### config.mk
export PLATFORM = sky130hd
export DESIGN_NAME = abstract_cmd_encoder
export DESIGN_NICKNAME = d
export VERILOG_FILES = /design/src/rtl/abstract_cmd_encoder.sv
export SDC_FILE = /design/constraint.sdc
export NUM_CORES = 1
export LEC_CHECK = 0
export BUFFER_PORTS_ARGS = -buffer_cell sky130_fd_sc_hd__buf_2
export CORE_MARGIN = 2
export CORE_UTILIZATION = 46
export CTS_BUF_LIST = sky130_fd_sc_hd__clkbuf_8
export DETAILED_ROUTE_END_ITERATION = 16
export PLACE_DENSITY = 0.79
export REMOVE_ABC_BUFFERS = 1
export SLEW_MARGIN = 0
export SYNTH_ARGS = -nofsm -noshare
export SYNTH_HDL_FRONTEND = slang
export SYNTH_SLANG_ARGS = --single-unit
### constraint.sdc
create_clock -name clk_i -period 1.8 [get_ports clk_i]
set_clock_uncertainty 0.15 [all_clocks]
set_input_delay 0.09 -clock clk_i [delete_from_list [all_inputs] [get_ports clk_i]]
set_output_delay 0.09 -clock clk_i [all_outputs]
set_load 0.03 [all_outputs]
### src/rtl/abstract_cmd_encoder.sv
// Debug-side abstract command encoder: emits a short RISC-V instruction
// sequence (ending in EBREAK) for a GPR/CSR read or write request.
// Ports:
//   clk_i, rst_i (sync, active high), flush_i
//   req_valid_i/req_ready_o, req_op_i, req_regno_i, req_size64_i : command in
//   instr_valid_o/instr_ready_i, instr_o                         : word stream out
//   busy_o, done_o, err_o                                        : status
module abstract_cmd_encoder #(
    parameter int          XLEN      = 64,
    parameter logic [11:0] DATA_ADDR = 12'h380,
    parameter logic [11:0] SCRATCH   = 12'h7B2
) (
    input  logic        clk_i,
    input  logic        rst_i,
    input  logic        flush_i,
    input  logic        req_valid_i,
    output logic        req_ready_o,
    input  logic [1:0]  req_op_i,
    input  logic [11:0] req_regno_i,
    input  logic        req_size64_i,
    output logic        instr_valid_o,
    input  logic        instr_ready_i,
    output logic [31:0] instr_o,
    output logic        busy_o,
    output logic        done_o,
    output logic        err_o
);

    typedef enum logic [1:0] {IDLE, EMIT, DONE} state_e;

    localparam logic [1:0]  OP_GPR_RD = 2'b00;
    localparam logic [1:0]  OP_GPR_WR = 2'b01;
    localparam logic [1:0]  OP_CSR_RD = 2'b10;
    localparam logic [1:0]  OP_CSR_WR = 2'b11;
    localparam logic [4:0]  S0        = 5'd8;
    localparam logic [4:0]  X0        = 5'd0;
    localparam logic [31:0] EBREAK    = 32'h00100073;

    state_e      state_q, state_d;
    logic [2:0]  idx_q, idx_d;
    logic [1:0]  op_q, op_d;
    logic [11:0] regno_q, regno_d;
    logic        s64_q, s64_d;
    logic        err_q, err_d;

    logic        accept;
    logic        reject;
    logic        instr_hs;
    logic [2:0]  last_idx;
    logic [2:0]  f3_ls;
    logic [31:0] word;

    function automatic logic [31:0] enc_store(logic [4:0] rs2, logic [2:0] f3);
        return {DATA_ADDR[11:5], rs2, X0, f3, DATA_ADDR[4:0], 7'b0100011};
    endfunction

    function automatic logic [31:0] enc_load(logic [4:0] rd, logic [2:0] f3);
        return {DATA_ADDR, X0, f3, rd, 7'b0000011};
    endfunction

    function automatic logic [31:0] enc_csr(logic [11:0] csr, logic [4:0] rs1,
                                            logic [2:0] f3, logic [4:0] rd);
        return {csr, rs1, f3, rd, 7'b1110011};
    endfunction

    // flush blocks acceptance even though ready is still shown in IDLE
    assign accept   = req_valid_i && req_ready_o && !flush_i;
    assign reject   = req_size64_i && (XLEN == 32);
    assign instr_hs = instr_valid_o && instr_ready_i;
    assign last_idx = op_q[1] ? 3'd4 : 3'd1;
    assign f3_ls    = s64_q ? 3'b011 : 3'b010;

    always_ff @(posedge clk_i) begin
        if (rst_i) begin
            state_q <= IDLE;
            idx_q   <= 3'd0;
            op_q    <= 2'b00;
            regno_q <= 12'd0;
            s64_q   <= 1'b0;
            err_q   <= 1'b0;
        end else begin
            state_q <= state_d;
            idx_q   <= idx_d;
            op_q    <= op_d;
            regno_q <= regno_d;
            s64_q   <= s64_d;
            err_q   <= err_d;
        end
    end

    always_comb begin
        state_d = state_q;
        idx_d   = idx_q;
        op_d    = op_q;
        regno_d = regno_q;
        s64_d   = s64_q;
        err_d   = 1'b0;
        if (flush_i) begin
            state_d = IDLE;
            idx_d   = 3'd0;
        end else begin
            unique case (state_q)
                IDLE: begin
                    if (accept) begin
                        if (reject) begin
                            err_d = 1'b1;
                        end else begin
                            op_d    = req_op_i;
                            regno_d = req_regno_i;
                            s64_d   = req_size64_i;
                            idx_d   = 3'd0;
                            state_d = EMIT;
                        end
                    end
                end
                EMIT: begin
                    if (instr_hs) begin
                        if (idx_q == last_idx) begin
                            idx_d   = 3'd0;
                            state_d = DONE;
                        end else begin
                            idx_d = idx_q + 3'd1;
                        end
                    end
                end
                DONE:    state_d = IDLE;
                default: state_d = IDLE;
            endcase
        end
    end

    // word table; CSR sequences bracket the access with an s0 save/restore
    always_comb begin
        word = EBREAK;
        unique case (op_q)
            OP_GPR_RD: if (idx_q == 3'd0) word = enc_store(regno_q[4:0], f3_ls);
            OP_GPR_WR: if (idx_q == 3'd0) word = enc_load(regno_q[4:0], f3_ls);
            OP_CSR_RD: begin
                unique case (idx_q)
                    3'd0:    word = enc_csr(SCRATCH, S0, 3'b001, X0);
                    3'd1:    word = enc_csr(regno_q, X0, 3'b010, S0);
                    3'd2:    word = enc_store(S0, f3_ls);
                    3'd3:    word = enc_csr(SCRATCH, X0, 3'b010, S0);
                    default: word = EBREAK;
                endcase
            end
            OP_CSR_WR: begin
                unique case (idx_q)
                    3'd0:    word = enc_csr(SCRATCH, S0, 3'b001, X0);
                    3'd1:    word = enc_load(S0, f3_ls);
                    3'd2:    word = enc_csr(regno_q, S0, 3'b001, X0);
                    3'd3:    word = enc_csr(SCRATCH, X0, 3'b010, S0);
                    default: word = EBREAK;
                endcase
            end
            default: word = EBREAK;
        endcase
    end

    always_comb begin
        req_ready_o   = (state_q == IDLE);
        instr_valid_o = (state_q == EMIT);
        instr_o       = (state_q == EMIT) ? word : 32'd0;
        busy_o        = (state_q != IDLE);
        done_o        = (state_q == DONE);
        err_o         = err_q;
    end

endmodule

-- After elaboration in Yosys (flattened, before gate mapping)
Index checks and enable logic that the tools add are counted.
- output and inout bits: 37
- bits of input ports: 20
- RAM bits: 0
- latch bits: 0
- word-level logic and storage cells: 48
- memory bits (read-only): 0
- flip-flop bits (word level): 20
- memories: 0
- mux-type cells: 16
- $add $sub $neg: 1
- $lt $le $gt $ge: 0
- $mul: 0
- bitwise operators: 1
- equal/unequal tests: 12
- reductions and logical operators: 13
- shift operators: 0
- div/mod/pow operators: 0
- operators by type and width (operator ; number):
    $pmux W32 S4 ; 3
    $mux W30 ; 2
    $mux W32 ; 1
    $mux W3 ; 4
    $reduce_and A3 Y1 ; 3
    $eq A2 B2 Y1 const B ; 3
    $eq A3 B2 Y1 const B ; 2
    $mux W2 ; 3
    $ne A2 B1 Y1 const B ; 3
    $pmux W3 S2 ; 1
    $eq A2 B1 Y1 const B ; 2
    $logic_not A2 Y1 ; 2
    $pmux W2 S2 ; 1
    $reduce_bool A2 Y1 ; 2
    $add A3 B1 Y3 const B ; 1
    $eq A3 B1 Y1 const B ; 1
    $eq A3 B3 Y1 ; 1
    $logic_and A1 B1 Y1 ; 3
    $logic_not A3 Y1 ; 1
    $reduce_or A2 Y1 ; 1
    $logic_not A1 Y1 ; 1
    $mux W1 ; 1
    $not A1 Y1 ; 1

-- Logic depth before layout (Yosys ltp)
Gate-level depths: netlist of the first run.
- depth after elaboration: 5
- gate-level depth with buffers: 7
- mapped depth without buffers: 6

-- Least setup slack after synthesis of the first run
No wires, ideal clock.
- path kind: register to output
- start point: register idx_q[2]
- end point: output instr_o[6]
- setup slack: -0.354 ns
- data required time: 1.560 ns
- data arrival time: 1.914 ns
- path buffers: 2
- stages on the path, launching flop included: 8
- cell sequence: dfxtp_1 > buf_2 > inv_1 > ha_1 > nand2b_1 > nor3_1 > a21oi_1 > buf_4
- word-level cells in the longest chain between the ends: 4
- elaborated cells on any way between the ends: 10
- ends and longest elaborated chain (item ; RTL line ; source):
    start: declaration ; 40 ; logic [2:0] idx_q, idx_d;
    start signal: assignment ; 83 ; idx_q <= idx_d;
    $eq A3 B2 Y1 (tied with other cells) ; 139, 148 ;
    $pmux W32 S4 (tied with other cells) ; 148 ; unique case (idx_q)
    $pmux W32 S4 * ; 135 ; unique case (op_q)
    $mux W32 * ; 163 ; instr_o = (state_q == EMIT) ? word : 32'd0;
    end: declaration ; 23 ; output logic [31:0] instr_o,
Mark *: on every way between the ends. The rest lies on a longest branch, timed or not.

-- Final worst setup path of the first run
- start point: register idx_q[0]
- end point: output instr_o[5]
- word-level cells in the longest chain between the ends: 4
- elaborated cells on any way between the ends: 8
- ends and longest elaborated chain (item ; RTL line):
    $eq A3 B2 Y1 (tied with other cells) ; 148
    $pmux W32 S4 / $mux W30 (equally long branches) ; 148, 137
    $pmux W32 S4 * ; 135
    $mux W32 * ; 163
Marked as above.

==> flow_metrics.tcl, run 1 <==
set metrics [dict create \
    grt_max_degree 17 \
    fp.dieH_um 60.5 \
    synth_top_family_by_area "simple AND/OR/NAND/NOR gates" \
    drt_first_pass_iters 5 \
    synth_top_area_cell "dfxtp_1" \
    critical_path.most_common_cell "buf_4" \
    antenna_found_initial 0 \
    post-route-period-util_pct 122 \
    end_kind "primary output" \
    io_buffers 48 \
    p_leak_nw 1.10 \
    setup_viol 22 \
    post-synth-top-count-cell "nand2_1" \
    cts_tree "yes" \
    regArea_um2 415 \
    r2r_start "state_q[1]$_SDFFE_PP0P_" \
    fmax_mhz 455 \
    synth-edff-count 0 \
    r2r-end "idx_q[2]$_SDFFE_PP0P_" \
    slew_viol_final 0 \
    cp.arrival_ns 1.96 \
    crit_chain "inv_4, ha_4, buf_4, clkbuf_16, or3_1, o21bai_1, a31oi_1, buf_4" \
    whs_endpoint "state_q[0]$_SDFFE_PP0P_" \
    yosys.area_share.simple_pct 28.2 \
    syn_inst 200 \
    synth_xor_xnor_area_share_pct 0 \
    holdCritStartpoint "flush_i" \
    multi_input_area_um2 1170 \
    syn_to_final_growth_pct 74.6 \
    start_util_pct 48.2 \
    busiest_layer "met2" \
    grt_pass1_wl_um 7500 \
    worstSetupPathType "flop to primary output" \
    fin_util_pct 84.1 \
    grt-ovfl-total 0 \
    cts_max_path_buffers 2 \
    fillCellCount 176 \
    cts_sinks 20 \
    wl_um 5610 \
    clk_pin_slew_ns 0.08 \
    synth_ff_type "dfxtp_1" \
    pin_count 57 \
    powerDensity_nw_per_um2 471 \
    synthArstFlopShare_pct 0 \
    grt_pass1_vias 1709 \
    met2_usage_pct 52.3 \
    cp_num_buf_inv 4 \
    synth.yosys.seq_area_share_pct 27.2 \
    grt_use_met3_pct 4.48 \
    ant_nets 0 \
    cts_buffers 3 \
    synthTopCellsByCount "nand2_1 (39), a21oi_1 (22), dfxtp_1 (20), buf_4 (14), nor2_1 (14)" \
    finalHoldViolCount 0 \
    clk_latency_ns 0.27 \
    vias_per_cell 5.66 \
    synth.area.mux_share_pct 2.13 \
    row_count 20 \
    ys_seq_elements 20 \
    ff2ff_setup_slack_ns 0.16 \
    path_max_fanout 5 \
    cp-start-kind "flop" \
    antennaDiodeCount 0 \
    crit_required_ns 1.56 \
    hold-worst-slack_ns 0.0197 \
    maxCapViolCount 0 \
    yosysUniqueCellTypes 46 \
    die_area_um2 3660 \
    grt_use_met1_pct 30.2 \
    rsz0062_at_grt "true" \
    cpPeakStageDelay_ns 0.40 \
    synth_compound_area_share_pct 24.4 \
    finalNetCount 311 \
    synth-adder-area-share_pct 5.11 \
    pre_cts_slack_ns -0.219 \
    vdd_ir_drop_max_uv 606 \
    vias 1857 \
    drc 0 \
    netlist_area_um2 1470 \
    htreeDepth 1 \
    critPathTopFamily "buffers and inverters" \
    ys_warn_count 0 \
    hold-path-cell-count 3 \
    gr-usage-all-layers_pct 26.8 \
    die_x_um 60.5 \
    status "finished with violations" \
    reg2reg_depth 6 \
    setup_ws_ns -0.396 \
    cts_root_buf "clkbuf_8" \
    cp_slowest_cell "dfxtp_4" \
    violations "setup timing" \
    core-area_um2 3050 \
    fin_crit_ns 2.20 \
    ys_top_cells_by_area "dfxtp_1 (27%), nand2_1 (10%), a21oi_1 (7.5%), buf_4 (7.1%), ha_1 (5.1%)" \
    layout-drive-gt1-share_pct 49.3 \
    wl_per_cell_um 17.1 \
    power_mw 1.21 \
    first_iter_violations 116 \
    min_path_type "input port to flop" \
    place_congestion 0.939 \
    avgSynthCellArea_um2 7.35 \
    synth_top_area_share_pct 27.2 \
    hpwl_um 2760 \
]
## layout by cell type, fill, tap and decap left out, types with 4 or more instances in the layout
cell type / count
a21oi_1: 17
a21oi_2: 4
and2_4: 4
buf_2: 25
buf_4: 30
buf_6: 24
conb_1: 8
dfxtp_1: 16
dfxtp_4: 4
dlygate4sd3_1: 16
ha_4: 5
inv_1: 5
nand2_1: 37
nand2b_1: 4
nor2_1: 11
nor2_2: 4
o21ai_0: 4
o21ai_1: 4
## area by class of cell
class,count,share of cell area (%)
sequential,20,16.2
inverter,8,1.36
multi-input combinational,155,45.6
clock buffer,3,1.61
clock inverter,1,1.17
tap,44,2.14
timing repair buffer,97,32.0
## flip-flops by register name (all words and copies together) (netlist names)
signal / flops
state_q: 2
regno_q: 12
op_q: 2
idx_q: 3
s64_q: 1
## power breakdown
group          internal, mW  switching [mW]
combinational         0.112           0.145
sequential            0.455          0.0229
clock                 0.298           0.176
## per-layer routing
metal  share of wire (%)  vias to the layer above
li1                    -                      836
met1                  35                      879
met2                  53                      119
met3                 7.4                       23
met4                 4.2                        0
met5                   0                        -
## worst min-delay path, stage by stage
cell and delay [ns]:
buf_2 0.12, nor2_1 0.07, o221a_2 0.12
## worst max path at each step
| stage | start | slack [ns] | cells after the start | endpoint |
|---|---|---|---|---|
| after floorplan | state_q[0]$_SDFFE_PP0P_ | -0.62 | 4 | instr_o[4] |
| after global placement | idx_q[0]$_SDFFE_PP0P_ | -0.17 | 7 | instr_o[24] |
| after detailed placement | idx_q[0]$_SDFFE_PP0P_ | -0.22 | 7 | instr_o[24] |
| after CTS | idx_q[0]$_SDFFE_PP0P_ | -0.34 | 7 | instr_o[24] |
| after global routing | idx_q[0]$_SDFFE_PP0P_ | -0.47 | 8 | instr_o[23] |
| final | idx_q[0]$_SDFFE_PP0P_ | -0.40 | 8 | instr_o[5] |
## through the flow
stage	TNS (ns)	area, um2	std cells
final	-6.65	2570	328
after floorplan	-3.09	1340	183
after global placement	-1.52	1830	301
after global routing	-7.98	2570	328
after detailed placement	-2.14	1830	301
after CTS	-5.41	2240	322
## kinds of logic after synthesis
kind of cell               count (synthesis)
AOI/OAI and AO/OA                         55
adders and majority gates                  6
buffers and inverters                     32
DFF                                       20
muxes                                      3
other                                      1
and+or+nand+nor                           83
## repair_timing
action                                  CTS  global route
buffers inserted                          1             5
cloned                                    0             1
endpoints found under the setup margin   23            23
hold endpoints to repair                 16             0
hold buffers                             16             0
resized for setup                        57            58
pin swaps                                 9            18
(Power assumes the default switching activity.)
==> run 2: changes to the inputs <==
==> constraint.sdc (replaced) <==
create_clock -name clk_i -period 1.8 [get_ports clk_i]
set_clock_uncertainty 0.15 [all_clocks]
set_input_delay 0.18 -clock clk_i [delete_from_list [all_inputs] [get_ports clk_i]]
set_output_delay 0.18 -clock clk_i [all_outputs]
set_load 0.03 [all_outputs]
==> run 2 against run 1 <==
The flow finishes with violations (hold timing, setup timing). Combinational power shrank 12%. Setup slack worse by 0.052 ns. Routed wire length fell by 21%. Critical path depth unchanged. Sequential power shrank 1%. Highest routed layer unchanged. Register-to-register slack better by 0.04 ns. Utilization down 8.4 points. Clock power fell by 4%. Sequential share of layout area increased by 1.6 points.
==> flow_metrics.tcl, run 2 (synthesized netlist as in run 1, its figures left out) <==
set metrics [dict create \
    setup_ws_ns -0.448 \
    cts_buffers 3 \
    htreeDepth 1 \
    p_leak_nw 1.00 \
    power_mw 1.15 \
    cts_tree "yes" \
    slew_viol_final 0 \
    min_path_type "input port to flop" \
    ff2ff_setup_slack_ns 0.20 \
    hold-worst-slack_ns -0.00114 \
    r2r-end "idx_q[2]$_SDFFE_PP0P_" \
    ant_nets 0 \
    status "finished with violations" \
    cp.arrival_ns 1.92 \
    antennaDiodeCount 0 \
    first_iter_violations 57 \
    path_max_fanout 3 \
    die_area_um2 3660 \
    grt_pass1_wl_um 6440 \
    hold-path-cell-count 3 \
    cp-start-kind "flop" \
    vias 1658 \
    finalNetCount 302 \
    pre_cts_slack_ns -0.299 \
    start_util_pct 48.2 \
    fin_setup_tns_ns -7.87 \
    core-area_um2 3050 \
    cts_root_buf "clkbuf_8" \
    most-common-layout-cells "nand2_1 (39), buf_4 (37), buf_2 (30)" \
    place_congestion 0.956 \
    fmax_mhz 445 \
    vias_per_cell 5.20 \
    grt_max_degree 17 \
    post-route-period-util_pct 125 \
    drc 0 \
    drt_first_pass_iters 4 \
    holdCritStartpoint "req_regno_i[6]" \
    grt_use_met1_pct 26.6 \
    fp.dieH_um 60.5 \
    violations "hold timing, setup timing" \
    crit_required_ns 1.47 \
    layout_commonest_cell "nand2_1" \
    busiest_layer "met2" \
    cts_max_path_buffers 2 \
    finalHoldViolCount 1 \
    reg2reg_depth 6 \
    hpwl_um 2820 \
    largest_register_ffs 12 \
    grt_use_met3_pct 4.05 \
    pin_count 57 \
    syn_to_final_growth_pct 57.3 \
    whs_endpoint "regno_q[6]$_SDFFE_PP0P_" \
    grt_pass1_vias 1466 \
    max_flop_register "regno_q" \
    clk_latency_ns 0.26 \
    fin_crit_ns 2.25 \
    gr-usage-all-layers_pct 23.3 \
    die_x_um 60.5 \
    vdd_ir_drop_max_uv 685 \
    r2r_start "state_q[1]$_SDFFE_PP0P_" \
    wl_per_cell_um 13.9 \
    setup_viol 22 \
    layout-drive-gt1-share_pct 44.4 \
    met2_usage_pct 43.8 \
    grt-ovfl-total 0 \
    end_kind "primary output" \
    clk_pin_slew_ns 0.08 \
    rsz0062_at_grt "true" \
    wl_um 4450 \
    worstSetupPathType "flop to primary output" \
    reg_top3 "regno_q: 12 flops, idx_q: 3 flops" \
    maxCapViolCount 0 \
    cts_sinks 20 \
    antenna_found_initial 0 \
    row_count 20 \
    powerDensity_nw_per_um2 499 \
    io_buffers 48 \
]
[run 2: cell count changes in the layout (fill, tap and decap cells not counted), moves of 4 or more]
cell and change:
and2_4 -4, buf_4 +7, buf_6 -10, and2_1 +4, dlygate4sd3_1 -9, buf_2 +5
[run 2: critical path, cell delays in order, from the launching register on]
cell     delay, ns
dfxtp_4       0.38
ha_4          0.18
buf_6         0.11
ha_4          0.15
mux2_4        0.28
o21ai_4       0.15
nor2_2        0.07
a31o_1        0.19
buf_6         0.14
[run 2: what timing repair did]
action                                 in CTS  in global routing
setup buffers                               0                  2
setup endpoints to repair                  23                 26
endpoints found under the hold margin       7                  0
pin swaps                                   7                  6
hold buffers                                7                  0
resized for setup                          41                 37
[run 2: area by class of cell]
class	instances	area, um2
multi-input combinational	155	1080
fill	235	741
timing repair buffer	88	656
sequential	20	412
tap	44	55.1
clock buffer	3	41.3
inverter	8	35.0
clock inverter	1	30.0
[run 2: report_power, final]
| part | internal, mW | total (mW) | switching (mW) |
|---|---|---|---|
| sequential | 0.455 | 0.473 | 0.0174 |
| combinational | 0.0969 | 0.227 | 0.130 |
| clock | 0.297 | 0.455 | 0.158 |
[run 2: worst max path at each step]
stage / to / startpoint / slack (ns) / cells after the start
floorplan: instr_o[4] / state_q[0]$_SDFFE_PP0P_ / -0.71 / 4
global placement: instr_o[24] / idx_q[0]$_SDFFE_PP0P_ / -0.24 / 7
detailed placement: instr_o[24] / idx_q[0]$_SDFFE_PP0P_ / -0.30 / 8
CTS: instr_o[24] / idx_q[0]$_SDFFE_PP0P_ / -0.44 / 8
global route: instr_o[21] / idx_q[0]$_SDFFE_PP0P_ / -0.49 / 7
finish: instr_o[24] / idx_q[1]$_SDFFE_PP0P_ / -0.45 / 8
[run 2: routing by layer]
layer	up-vias	wire length, um	share of wire [%]
li1	815	-	-
met1	766	1820	41
met2	62	2310	52
met3	15	205	4.6
met4	0	105	2.4
met5	-	0	0
[run 2: per-stage QoR]
stage,utilization (%),area (um2),std cells
2_1_floorplan,-,1340,183
3_3_place_gp,61.2,1870,306
3_5_place_dp,61.2,1870,306
4_1_cts,70.5,2150,317
5_1_grt,75.7,2310,319
6_report,75.7,2310,319
